**config.mk**
```make
export PLATFORM = sky130hd
export DESIGN_NAME = jam_cost_rom
export DESIGN_NICKNAME = d
export VERILOG_FILES = /design/src/rtl/jam_cost_rom.sv
export SDC_FILE = /design/constraint.sdc
export NUM_CORES = 1
export LEC_CHECK = 0
export ABC_AREA = 1
export BUFFER_PORTS_ARGS = -buffer_cell sky130_fd_sc_hd__buf_4
export CORE_MARGIN = 3
export CORE_UTILIZATION = 40
export CTS_BUF_LIST = sky130_fd_sc_hd__clkbuf_4
export DETAILED_ROUTE_END_ITERATION = 10
export SLEW_MARGIN = 20
export SYNTH_ARGS = -nofsm -noshare
export SYNTH_HDL_FRONTEND = slang
export SYNTH_SLANG_ARGS = --single-unit
```
**constraint.sdc**
```tcl
create_clock -name CLK -period 2.9 [get_ports CLK]
set_input_delay 0.58 -clock CLK [delete_from_list [all_inputs] [get_ports CLK]]
set_output_delay 0.58 -clock CLK [all_outputs]
set_load 0.01 [all_outputs]
```
**src/rtl/jam_cost_rom.sv**
```systemverilog
// Cost table for the job-assignment search: an 8x8 table of 7-bit costs loaded once
// over a valid/ready stream, then served with a one-cycle registered lookup.
module jam_cost_rom (
  input  logic        CLK,
  input  logic        RST,
  input  logic        LoadStart,
  input  logic        LoadValid,
  input  logic [6:0]  LoadData,
  output logic        LoadReady,
  output logic        TableReady,
  input  logic [2:0]  W,
  input  logic [2:0]  J,
  output logic [6:0]  Cost,
  output logic [12:0] Checksum
);

  typedef enum logic [1:0] {
    ST_IDLE  = 2'd0,
    ST_LOAD  = 2'd1,
    ST_SERVE = 2'd2
  } state_t;

  state_t      state_q, state_d;
  logic [5:0]  ptr_q, ptr_d;
  logic [12:0] acc_q, acc_d;
  logic [12:0] checksum_q, checksum_d;
  logic [6:0]  cost_q, cost_d;
  logic        load_ready_q, load_ready_d;
  logic        table_ready_q, table_ready_d;
  logic        wr_en_s;
  logic [6:0]  mem_q [64];

  // Next-state, load bookkeeping and lookup; LoadStart overrides any beat in the same cycle.
  always_comb begin
    state_d    = state_q;
    ptr_d      = ptr_q;
    acc_d      = acc_q;
    checksum_d = checksum_q;
    cost_d     = 7'd0;
    wr_en_s    = 1'b0;
    if (LoadStart) begin
      state_d    = ST_LOAD;
      ptr_d      = 6'd0;
      acc_d      = 13'd0;
      checksum_d = 13'd0;
    end else begin
      case (state_q)
        ST_IDLE: begin
          state_d = ST_IDLE;
        end
        ST_LOAD: begin
          if (LoadValid) begin
            wr_en_s = 1'b1;
            acc_d   = acc_q + {6'd0, LoadData};
            ptr_d   = ptr_q + 6'd1;
            if (ptr_q == 6'd63) begin
              state_d    = ST_SERVE;
              checksum_d = acc_d;
            end else begin
              state_d = ST_LOAD;
            end
          end else begin
            state_d = ST_LOAD;
          end
        end
        ST_SERVE: begin
          cost_d = mem_q[{W, J}];
        end
        default: begin
          state_d = ST_IDLE;
        end
      endcase
    end
    load_ready_d  = (state_d == ST_LOAD);
    table_ready_d = (state_d == ST_SERVE);
  end

  // Control and output registers.
  always_ff @(posedge CLK or negedge RST) begin
    if (!RST) begin
      state_q       <= ST_IDLE;
      ptr_q         <= 6'd0;
      acc_q         <= 13'd0;
      checksum_q    <= 13'd0;
      cost_q        <= 7'd0;
      load_ready_q  <= 1'b0;
      table_ready_q <= 1'b0;
    end else begin
      state_q       <= state_d;
      ptr_q         <= ptr_d;
      acc_q         <= acc_d;
      checksum_q    <= checksum_d;
      cost_q        <= cost_d;
      load_ready_q  <= load_ready_d;
      table_ready_q <= table_ready_d;
    end
  end

  // Table storage is deliberately unreset; it is only read after a complete load.
  always_ff @(posedge CLK) begin
    if (wr_en_s) begin
      mem_q[ptr_q] <= LoadData;
    end
  end

  assign LoadReady  = load_ready_q;
  assign TableReady = table_ready_q;
  assign Cost       = cost_q;
  assign Checksum   = checksum_q;

endmodule

```
==> key figures <==
Drt
  • Detail-routed net length per standard cell: 19.4 µm
  • Violation count after the first detailed-routing iteration: 1188
  • DR vias/cell: 5.15
  • Final WL: between 50000 and 60000 µm
  • Residual DRC: 0
  • Total via count after detailed routing: around 14000
  • Total iterations of the first detailed-routing run: 5
  • Antenna-violating nets left: 0

Yosys
  • Syn. warnings: 0
  • Netlist cell types: 37
  • Avg Cell Area, Syn: 11.3 µm²
  • Top_reg_cell synth: edfxtp_1
  • Register area share after synthesis: 70.9%
  • Synthesized net count: 1848
  • Synthesized instance count: 1820
  • EDFF count, synth: 448
  • FF+latch count, synth: 491
  • Asr flop ratio synth: 8.76%
  • Netlist area before placement: between 20000 and 25000 µm²

Timing
  • Worst slew margin: a little over two fifths
  • Post-route clock skew: 0.0753 ns
  • Number of setup violations in the final report: 0
  • Final max-slew violation count: 0
  • Maximum clock frequency: 416 MHz
  • Final Hold Viols: 0
  • Setup TNS after final layout: 0 ns
  • Part of the cycle the worst path needs: between 80% and 90%
  • Tmin final: 2.40 ns
  • Setup repair after global routing missed its margin: false
  • Worst hold-check slack: 0.229 ns
  • Actual transition at the worst max-transition pin: 0.854 ns

Floorplan
  • Floorplan die area: 54000 µm²
  • Starting Density: 40.7%
  • Placeable core region: between 50000 and 60000 µm²
  • Ports placed on the boundary: 39
  • Die boundary height: 232 µm
  • Horiz. Die Dim: 232 µm
  • Placement Rows: slightly above 80

Critical path
  • Path type of the worst setup path: flip-flop to flip-flop
  • Critical-path maximum fanout: 8
  • Kind of end point of the critical path: flip-flop
  • Worst r2r path cells: 7
  • Nature of the critical path startpoint: flip-flop
  • Register-to-register path setup slack: 0.50 ns
  • Terminus of the critical flop-to-flop path: mem_q[39][2]
  • Reg2reg start: state_q[1]
  • Data required, critical path: 3.34 ns
  • Data arrival time of the critical path: between 2 and 3 ns

Global routing
  • Global-route total usage across every layer: 19.7%
  • Pin count of the biggest net entering global routing: 113
  • GRT met3 Usage: roughly 3.7%
  • Number of antenna violations at the first check in global routing: 3
  • Total gr overflow: 0
  • Met1 routing resource usage after global routing: about a quarter
  • Wire length of the first global-routing pass: 80700 µm
  • Number of global-route vias before repair: around 14000
  • Global-route met2 utilization: around a third
  • Busiest grt layer: met2

Final layout
  • Fillers: 4625
  • Area added between synthesis and finish: 13.1%
  • Leading cell type in the layout, fill and taps excluded: nand2_1
  • Footprint of the multi-input gates: 5220 µm²
  • Nets: 1975
  • Area taken by flip-flops and latches: 14500 µm²
  • Fraction of final layout cells with drive strength greater than 1: around 15%
  • Commonest cells after routing, fill and taps aside: nand2_1 (628), edfxtp_1 (448), nand3_1 (400), clkbuf_4 (194), buf_4 (90)

Pwr
  • Share of power burned in registers: a little over half
  • Portion of total power attributed to combinational logic: 7.4%
  • Clock group share of total power: 38.8%
  • Net Switching: 3.46 mW
  • Maximum resistive drop on vdd: 0.329 mV
  • Internal Dissipation: 11.1 mW
  • Power per cell area: 627 nW/µm²
  • Switching share of power: a little under a quarter
  • Reported leakage power: 8.77 nW

Clocking
  • TritonCTS Buffers: 121
  • Hold buffer count at CTS: 5
  • Clock-pin slew reported for the worst setup and hold paths after clock tree synthesis: around 0.07 ns
  • Cts repair resizes: 0
  • Clk Latency, worst-skew pair: 0.87 ns
  • Clock root cell: clkbuf_4
  • CTS H-tree lvls: 3
  • Maximum buffer depth of the clock tree: 3
  • Clock tree from TritonCTS: yes
  • Clock sink count: 491
  • Post-CTS Setup Repair Bufs: 0

Min path
  • Worst min-delay path endpoint: Cost[6]
  • Classification of the worst-slack hold path: primary input to flip-flop
  • Hold path startpoint: W[1]
  • Worst Hold Depth: 4

Place
  • HPWL after DPL: 30600 µm
  • Final Wtd Congestion: 0.846
  • Buffers on Ports: 38

Run
  • Number of violations of the max-capacitance limit: 0

Status
  • Outcome: complete, no violations
layer usage:
| layer | wire [µm] | part of all wire, % | vias up |
|---|---|---|---|
| met3 | 3430 | 6.5 | 84 |
| met2 | 25700 | 49 | 456 |
| met1 | 22300 | 42 | 6740 |
| met5 | 13 | 0.025 | - |
| met4 | 1140 | 2.2 | 2 |
| li1 | - | - | 6669 |
critical path, stage by stage, from the launching register on:
cell     delay, ns
dfrtp_1       0.38
inv_1         0.06
ha_1          0.15
nand2_1       0.09
nor2_2        0.10
buf_4         0.15
nand2_1       0.43
nor2_1        0.68
layout make-up:
cell class,instances,share of cell area [%]
antenna,3,0.0324
clock buffer,194,6.28
clock inverter,14,0.281
inverter,37,0.626
multi-input combinational,1191,22.5
sequential,491,62.7
tap,672,3.63
timing repair buffer,105,3.96
power groups by stage:
stage,registers [mW],clock network [mW],logic [mW]
floorplan,7.96,0,0.641
global placement,7.97,0,1.05
detailed placement,7.97,0,1.07
CTS,7.82,5.81,1.08
global route,7.82,6.18,1.19
finish,7.82,5.64,1.07
cells in the mapped netlist (2+ instances only):
master / instances / share of area [%]
o21ai_1: 7 / 0.17
nor2_1: 78 / 1.4
edfxtp_1: 448 / 66
clkbuf_1: 16 / 0.29
dfrtp_1: 43 / 5.3
buf_4: 18 / 0.66
o21bai_1: 2 / 0.073
a21oi_1: 19 / 0.46
buf_2: 41 / 1.0
o21ai_0: 25 / 0.61
nand4_1: 4 / 0.12
buf_1: 12 / 0.22
inv_1: 31 / 0.57
ha_1: 10 / 0.61
buf_6: 13 / 0.71
o22ai_1: 2 / 0.061
nand3_1: 400 / 9.8
inv_2: 4 / 0.073
nor2_2: 2 / 0.061
nand2_1: 628 / 12
registers in the layout, summed over array words and instances (netlist names):
name	count
LoadReady	1
mem_q	448
TableReady	1
ptr_q	6
acc_q	13
Checksum	13
Cost	7
state_q	2
per-stage QoR:
step,cells,power (mW),setup slack (ns),utilization (%),area (µm²)
3_5_place_dp,2491,9.04,0.335,42.9,21600
2_1_floorplan,1820,8.61,0.863,-,20500
6_report,2707,14.5,0.496,46.0,23200
3_3_place_gp,2491,9.02,0.360,42.9,21600
4_1_cts,2704,14.7,0.445,46.0,23200
5_1_grt,2706,15.2,0.270,46.0,23200
cell families (layout without fill, tap and decap cells):
| kind of cell | Yosys count | after routing | synth area share [%] |
|---|---|---|---|
| compound gates | 60 | 60 | 1.59 |
| other cells | 0 | 3 | 0 |
| fa+ha+maj | 11 | 11 | 0.708 |
| simple gates | 1118 | 1118 | 23.1 |
| xor+xnor | 2 | 2 | 0.0855 |
| flops | 491 | 491 | 70.9 |
| buf+inv | 138 | 350 | 3.66 |
worst max-delay path by stage:
stage                   endpoint  depth (start not counted)        from
floorplan            mem_q[0][0]                          6   LoadValid
global placement    mem_q[39][0]                          5   LoadStart
detailed placement  mem_q[47][5]                          5   LoadStart
CTS                 mem_q[47][6]                          7  state_q[1]
global route        mem_q[44][4]                          8  state_q[1]
finish              mem_q[39][2]                          7  state_q[1]
Note: power is estimated with default switching activity, not from simulation.
